**src/rtl/sync_fifo_ctr.sv**
```systemverilog
// Single-clock FIFO with occupancy count, programmable flags and error strobes.
// Define SYNC_FIFO_FWFT_EN for first-word-fall-through output.
module sync_fifo_ctr #(
    parameter int WIDTH             = 64,
    parameter int DEPTH             = 64,
    parameter int PROG_FULL_THRESH  = DEPTH - 8,
    parameter int PROG_EMPTY_THRESH = 4,
    localparam int AW               = $clog2(DEPTH),
    localparam int CW               = $clog2(DEPTH) + 1
) (
    input  logic             clk,
    input  logic             rst,
    input  logic [WIDTH-1:0] din,
    input  logic             wr_en,
    input  logic             rd_en,
    output logic [WIDTH-1:0] dout,
    output logic             valid,
    output logic             empty,
    output logic             full,
    output logic             prog_full,
    output logic             prog_empty,
    output logic [CW-1:0]    data_count,
    output logic             overflow,
    output logic             underflow
);

    localparam logic [CW-1:0] LP_DEPTH = CW'(DEPTH);
    localparam logic [CW-1:0] LP_PF    = CW'(PROG_FULL_THRESH);
    localparam logic [CW-1:0] LP_PE    = CW'(PROG_EMPTY_THRESH);

    logic [WIDTH-1:0] r_mem [DEPTH];
    logic [AW-1:0]    r_wr_ptr;
    logic [AW-1:0]    r_rd_ptr;
    logic [CW-1:0]    r_count;
    logic [WIDTH-1:0] r_dout;
    logic             r_valid;
    logic             r_ovf;
    logic             r_udf;

    logic             w_rd;
    logic             w_wr;
    logic             w_mem_we;

`ifdef SYNC_FIFO_FWFT_EN
    logic             w_load;
    logic             w_mem_empty;
    logic             w_bypass;

    // r_count covers the presented word; the array holds the rest
    assign w_mem_empty = (r_count == {{(CW-1){1'b0}}, r_valid});
    assign w_rd        = rd_en & r_valid;
    assign w_load      = ~r_valid | w_rd;
    assign w_bypass    = w_load & w_mem_empty;
    assign w_wr        = wr_en & (~full | w_rd);
    assign w_mem_we    = w_wr & ~w_bypass;
    assign empty       = ~r_valid;
`else
    assign w_rd        = rd_en & ~empty;
    assign w_wr        = wr_en & (~full | w_rd);
    assign w_mem_we    = w_wr;
    assign empty       = (r_count == '0);
`endif

    assign full       = (r_count == LP_DEPTH);
    assign prog_full  = (r_count >= LP_PF);
    assign prog_empty = (r_count <= LP_PE);
    assign data_count = r_count;
    assign dout       = r_dout;
    assign valid      = r_valid;
    assign overflow   = r_ovf;
    assign underflow  = r_udf;

    always_ff @(posedge clk) begin
        if (w_mem_we) begin
            r_mem[r_wr_ptr] <= din;
        end
    end

    always_ff @(posedge clk) begin
        if (rst) begin
            r_wr_ptr <= '0;
            r_count  <= '0;
            r_ovf    <= 1'b0;
            r_udf    <= 1'b0;
        end else begin
            if (w_mem_we) begin
                r_wr_ptr <= r_wr_ptr + AW'(1);
            end
            unique case ({w_wr, w_rd})
                2'b10:   r_count <= r_count + CW'(1);
                2'b01:   r_count <= r_count - CW'(1);
                default: r_count <= r_count;
            endcase
            r_ovf <= wr_en & ~w_wr;
            r_udf <= rd_en & ~w_rd;
        end
    end

`ifdef SYNC_FIFO_FWFT_EN
    always_ff @(posedge clk) begin
        if (rst) begin
            r_rd_ptr <= '0;
            r_dout   <= '0;
            r_valid  <= 1'b0;
        end else if (w_load) begin
            if (!w_mem_empty) begin
                r_dout   <= r_mem[r_rd_ptr];
                r_rd_ptr <= r_rd_ptr + AW'(1);
                r_valid  <= 1'b1;
            end else if (w_wr) begin
                r_dout  <= din;
                r_valid <= 1'b1;
            end else begin
                r_valid <= 1'b0;
            end
        end
    end
`else
    always_ff @(posedge clk) begin
        if (rst) begin
            r_rd_ptr <= '0;
            r_dout   <= '0;
            r_valid  <= 1'b0;
        end else begin
            if (w_rd) begin
                r_dout   <= r_mem[r_rd_ptr];
                r_rd_ptr <= r_rd_ptr + AW'(1);
            end
            r_valid <= w_rd;
        end
    end
`endif

endmodule

```
**config.mk**
```make
export PLATFORM = sky130hd
export DESIGN_NAME = sync_fifo_ctr
export DESIGN_NICKNAME = d
export VERILOG_FILES = /design/src/rtl/sync_fifo_ctr.sv
export SDC_FILE = /design/constraint.sdc
export NUM_CORES = 2
export LEC_CHECK = 0
export CAP_MARGIN = 25
export CORE_ASPECT_RATIO = 1.75
export CORE_MARGIN = 3
export CORE_UTILIZATION = 56
export DETAILED_ROUTE_END_ITERATION = 12
export PLACE_DENSITY_LB_ADDON = 0.05
export REMOVE_ABC_BUFFERS = 1
export SETUP_SLACK_MARGIN = 0.3
export SLEW_MARGIN = 20
export SYNTH_ARGS = -nofsm -noshare
export SYNTH_HDL_FRONTEND = slang
export SYNTH_SLANG_ARGS = --single-unit
export TNS_END_PERCENT = 1
```
**constraint.sdc**
```tcl
create_clock -name clk -period 5 [get_ports clk]
set_input_delay 0.75 -clock clk [delete_from_list [all_inputs] [get_ports clk]]
set_output_delay 0.75 -clock clk [all_outputs]
set_load 0.02 [all_outputs]
```
## Yosys cells after proc, flatten, opt, wreduce, memory -nomap -nowiden

Memories as Yosys holds them, arrays and structs flattened. A register that Yosys moved wholly into a read port is not among the register bits.
Index checks and enable logic that the tools add are counted.

- Reductions and logical operators: 2
- Magnitude comparators: 2
- Equality and inequality tests: 3
- Add/sub/neg operators: 4
- Muxes and demuxes: 3
- Bitwise gates (word level): 9

Operators by type and width:

| cell | count |
|---|---|
| case mux 7 bit (2 select lines) | 1 |
| adder 6 x 1 -> 6 bit, second input constant | 2 |
| adder 7 x 1 -> 7 bit, second input constant | 1 |
| equality test 7 bit, second input constant | 1 |
| greater-or-equal comparator 7 x 6 -> 1 bit, second input constant | 1 |
| <= comparator 7 x 3 -> 1 bit, second input constant | 1 |
| logical NOT 7 bit | 1 |
| subtractor 7 x 1 -> 7 bit, second input constant | 1 |
| AND 1 bit | 4 |
| inverter 1 bit | 4 |
| equality test 2 x 1 -> 1 bit, second input constant | 1 |
| equality test 2 bit, second input constant | 1 |
| 2-to-1 mux 1 bit | 2 |
| nonzero test 2 bit | 1 |
| bitwise OR 1 bit | 1 |

- Memories kept: 1
- Memory bits (writable): 4096
- Flip-flop bits (word level): 22
- Bits of input ports: 68
- Logic and storage cells: 30

Memory list:

| memory | depth | bits a word | rd ports | clocked after memory_dff | wr ports | line | text |
|---|---|---|---|---|---|---|---|
| r_mem | 64 | 64 | 1 | 1 | 1 | 31 | `logic [WIDTH-1:0] r_mem [DEPTH];` |

## Depth between registers and ports, before layout

- Word-level depth: 7
- Gate-level depth with buffers: 12
- Mapped depth without buffers: 11

## Least setup slack after synthesis

No wires, ideal clock.

- Path kind: register to register
- From: register r_count[1] (netlist: data_count[1])
- To: memory r_mem[39][0], enable pin
- Arrival time: 4.310 ns
- Stages on the path, launching flop included: 7
- Buffers on the path: 2
- Setup slack: 0.203 ns
- Cell sequence: dfxtp_1 -> or4_1 -> clkbuf_1 -> o31a_1 -> clkbuf_1 -> nand4_1 -> nor2_1

- Cells in the longest elaborated chain, start to end: 7

Ends and longest elaborated chain:

| item | line | text |
|---|---|---|
| start: declaration | 34 | `logic [CW-1:0] r_count;` |
| start signal: assignment | 90 | `2'b10: r_count <= r_count + CW'(1);` |
| start signal: assignment | 91 | `2'b01: r_count <= r_count - CW'(1);` |
| start signal: assignment | 92 | `default: r_count <= r_count;` |
| logical NOT 7 bit | 61 | `assign empty = (r_count == '0);` |
| inverter 1 bit | 58 | `assign w_rd = rd_en & ~empty;` |
| AND 1 bit | 58 |  |
| bitwise OR 1 bit (*) | 59 | `assign w_wr = wr_en & (~full \| w_rd);` |
| AND 1 bit (*) | 59 |  |
| 2-to-1 mux 1 bit (*) | 74 | `if (w_mem_we) begin` |
| 2-to-1 mux 1 bit (implied by the code) (*) | 75 | `r_mem[r_wr_ptr] <= din;` |
| end: declaration | 31 |  |

Mark *: on every way between the ends. The rest lies on a longest branch, timed or not.

## Final worst setup path

- From: register r_count[1] (netlist: data_count[1])
- To: memory r_mem[40][59], enable pin

The elaborated chain is that of the path after synthesis.

==> metrics list <==
- Crit path DAT: 4300 ps
- TritonCTS built the clock tree.
- The floorplan step set the die height to 711 um.
- Fraction of power consumed by sequential logic: 47.5%
- Summed over all nets, the switching power comes to 21.2 mW.
- Total power per unit cell area: 464 nW/um2
- The core region is 282000 um2.
- Area growth syn-to-layout: 12.8%
- Final period demand of the worst path: 3740 ps
- The clock network accounts for 34.0% of the total power.
- Final layout net count: 7612
* Insertion delay to the later sink of the worst-skew pair: 910 ps
* Dpl ws: 1040 ps
- Via count of the first global-routing pass: 79800
- Summed over all cells, the static leakage comes to 54.1 nW.
- Final-report hold violation count: 0
- Number of enable flip-flop cells after synthesis: 4096
* Seq cells post-synth: 4182
- The number of pins exceeding their max-slew limit in the final report was 0.
* Power share of the combinational group: 18.5%
- Top cells by area, synth: sky130_fd_sc_hd__edfxtp_1 (77%), sky130_fd_sc_hd__mux4_2 (13%), sky130_fd_sc_hd__mux2i_1 (3.0%), sky130_fd_sc_hd__dfxtp_1 (1.1%), sky130_fd_sc_hd__nor2_1 (0.46%)
* Min setup slack post-route: 1260 ps
- The synthesized netlist occupies a cell area of 159000 um2.
- CTS placed an instance of sky130_fd_sc_hd__clkbuf_16 at the clock tree root.
* Hold depth: 1
- Maximum level of the CTS H-tree: 5
- Share of the clock period used by the worst path after layout: 74.8%
- In the synthesized netlist, the number of instances is 7067.
- Run status: finished, final reports clean
- Path class of the lowest-slack min-delay path: primary input to flip-flop
- I/O pin count: 146
- Derived from the worst setup path, the maximum achievable clock frequency is 0.267 GHz.
* Multi-input logic area: 32800 um2
- Final setup fails: 0
- Mean routed wirelength per cell: 38.2 um
- Cell type with the largest total area after synthesis: sky130_fd_sc_hd__edfxtp_1
- Clock skew on the completed layout was measured at 34.4 ps.
- The pre-antenna-repair detailed-routing pass consisted of 7 iterations.
- Max-slew headroom at the worst pin: 25.1%
- Share of flip-flops with an asynchronous set or reset: 0%
* Residual antenna-violating net count after detailed routing: 0
* All-Layer GR Usage: 30.6%
- Final worst hold slack: 234 ps
- Clock Sinks: 4182
- Routability-driven placement finished with a final weighted congestion of 0.834.
- For this run, the number of Yosys warnings is 0.
- The sequential cells in the finished layout cover a total of 125000 um2.
- Clock transition at path regs: 60 ps
* Post-synthesis sequential area ratio: 78.4%
- Pin count of the biggest net entering global routing: 84
* Count of cell types in the netlist: 58
- IR analysis of the VDD net gives a maximum drop of 400 uV.
- Of all nets on the critical path, the largest fanout is 33.
- At the pin with the least slew margin, the transition time is 1120 ps.
- Count of input and output buffers: 145
- Wire length of the first global-routing pass: 621000 um
- Buffers inserted to repair hold after CTS numbered 0.
- In this run the horizontal extent of the chip is 409 um.
- In the final timing run, aggregate negative setup slack is 0 ps.
- The detailed router finished its first iteration with 8995 violations.
* Total CTS buffers: 367
- Dominant cell by count in the synthesized netlist: sky130_fd_sc_hd__edfxtp_1
- Of the post-synthesis cell area, the dominant cell type holds 77.3%.
- STA classifies the critical path startpoint as a flip-flop.
- The initial utilization of the core area, before any placement, comes to 56.3%.
- The clock passes through at most 4 buffers.
* Placed wire-length estimate after detailed placement: 250000 um
* Proportion of layout cells with a drive suffix above 1: 25.4%
- Buffers added to address setup during post-CTS repair amount to 0.
* Main synth FF type: sky130_fd_sc_hd__edfxtp_1
- Net switching is 25.5% of the power.
- Synth top cells by count: sky130_fd_sc_hd__edfxtp_1 (4096), sky130_fd_sc_hd__mux4_2 (921), sky130_fd_sc_hd__mux2i_1 (482), sky130_fd_sc_hd__nor2_1 (197), sky130_fd_sc_hd__clkbuf_1 (157)
- The initial antenna violation count is 15.
- Number of cell rows: 258
* Grt total ovfl: 0
* WS Path Type: flip-flop to flip-flop
- DRC violations left: 0
* Vias per inst: 6.71
* Die ar.: 291000 um2
- Across the run, the number of max-cap violations was 0.
- Required time of the critical path: 5560 ps
- Fillers: 19000
- After clock tree synthesis, the repair step resized 0 gates.
- The average instance in the mapped netlist occupies 22.5 um2.
* Drt total wl: 444000 um
* Reg2Reg Depth: 6
- Type of destination of the critical path: flip-flop
* Setup repair after global routing missed its margin: false
- Detailed routing inserted a total of 77800 vias.
- Internal power comes to 62.1 mW.
-- metal layers --
layer / vias to the layer above / GRT usage (%) / routed length, um
li1: 30900 / - / -
met4: 6 / 11.3 / 19000
met5: - / 0 / 48
met1: 42500 / 39.9 / 161000
met2: 3599 / 53.1 / 233000
met3: 754 / 3.79 / 30900
-- kinds of logic (layout without fill, tap and decap cells) --
family,after synthesis,in the layout,share of synthesized area [%]
buffers and inverters,411,1174,1.33
flip-flops,4182,4182,78.4
other,0,4,0
XOR/XNOR,11,11,0.0606
AO/OA/AOI/OAI,592,592,2.71
adder cells (fa/ha/maj),8,8,0.0676
multiplexers,1425,1425,16.2
AND/OR/NAND/NOR,438,438,1.22
-- cells in the final DEF, fill, tap and decap left out, types with 18 or more instances in the layout --
cell type / count
sky130_fd_sc_hd__a22oi_1: 26
sky130_fd_sc_hd__dfxtp_1: 81
sky130_fd_sc_hd__a21o_1: 25
sky130_fd_sc_hd__edfxtp_1: 4096
sky130_fd_sc_hd__a211oi_1: 83
sky130_fd_sc_hd__o21ai_1: 84
sky130_fd_sc_hd__clkdlybuf4s50_1: 82
sky130_fd_sc_hd__nor2_4: 66
sky130_fd_sc_hd__a221oi_1: 42
sky130_fd_sc_hd__a211o_1: 25
sky130_fd_sc_hd__bufinv_16: 36
sky130_fd_sc_hd__nor2_1: 131
sky130_fd_sc_hd__o22ai_1: 69
sky130_fd_sc_hd__o221ai_1: 74
sky130_fd_sc_hd__nor2b_1: 20
sky130_fd_sc_hd__nand2_1: 87
sky130_fd_sc_hd__o21ai_0: 18
sky130_fd_sc_hd__nand3_1: 58
sky130_fd_sc_hd__buf_4: 257
sky130_fd_sc_hd__a2111oi_0: 24
sky130_fd_sc_hd__mux4_2: 921
sky130_fd_sc_hd__a21oi_1: 46
sky130_fd_sc_hd__nor3_1: 20
sky130_fd_sc_hd__buf_2: 46
sky130_fd_sc_hd__clkbuf_1: 66
sky130_fd_sc_hd__mux2i_1: 482
sky130_fd_sc_hd__clkinv_1: 66
sky130_fd_sc_hd__clkbuf_16: 378
sky130_fd_sc_hd__buf_12: 115
sky130_fd_sc_hd__a221o_1: 37
sky130_fd_sc_hd__mux2_2: 22
sky130_fd_sc_hd__clkinv_2: 82
-- critical path, cell delays in order (launching register included) --
cell	delay, ps
sky130_fd_sc_hd__dfxtp_1	380
sky130_fd_sc_hd__or4_1	630
sky130_fd_sc_hd__o31ai_1	770
sky130_fd_sc_hd__nor2_1	240
sky130_fd_sc_hd__nand2_1	640
sky130_fd_sc_hd__nor2_4	300
sky130_fd_sc_hd__buf_12	280
-- flip-flops by register name, summed over array words and instances (netlist names) --
name / flops
r_mem: 4096
dout: 64
data_count: 7
r_rd_ptr: 6
r_wr_ptr: 6
overflow: 1
underflow: 1
valid: 1
-- layout make-up --
class	count	area share, %
inverter	8	0.0181
timing repair buffer	503	2.98
clock buffer	450	5.46
multi-input combinational	2474	18.3
sequential	4182	69.5
antenna	4	0.00558
tap	3770	2.63
clock inverter	213	1.11
-- power by group through the flow --
stage	Sequential [mW]	Combinational, mW	Clock, mW
floorplan	40.5	7.01	0
global placement	40.3	15.5	0
detailed placement	40.3	15.6	0
CTS	39.6	15.7	28.7
global route	39.6	16.3	30.0
finish	39.6	15.4	28.3
-- worst paths after layout --
path / start / to / slack, ps
worst max register to register: data_count[1]$_SDFFE_PP0P_ / r_mem[40][59]$_DFFE_PP_ / 1260
worst max-delay path: data_count[1]$_SDFFE_PP0P_ / r_mem[40][59]$_DFFE_PP_ / 1260
worst min register to register: dout[36]$_SDFFE_PP0N_ / dout[36]$_SDFFE_PP0N_ / 490
worst min-delay path: din[14] / r_mem[52][14]$_DFFE_PP_ / 230
-- through the flow --
stage | utilization [%] | std cells | power [mW] | cell area [um2]
2_1_floorplan | - | 6664 | 47.5 | 157000
3_3_place_gp | 59.3 | 10900 | 55.9 | 167000
3_5_place_dp | 59.3 | 10900 | 56.0 | 168000
4_1_cts | 63.5 | 11600 | 84.0 | 179000
5_1_grt | 63.5 | 11600 | 85.9 | 179000
6_report | 63.5 | 11600 | 83.2 | 179000
(Power assumes the default switching activity.)
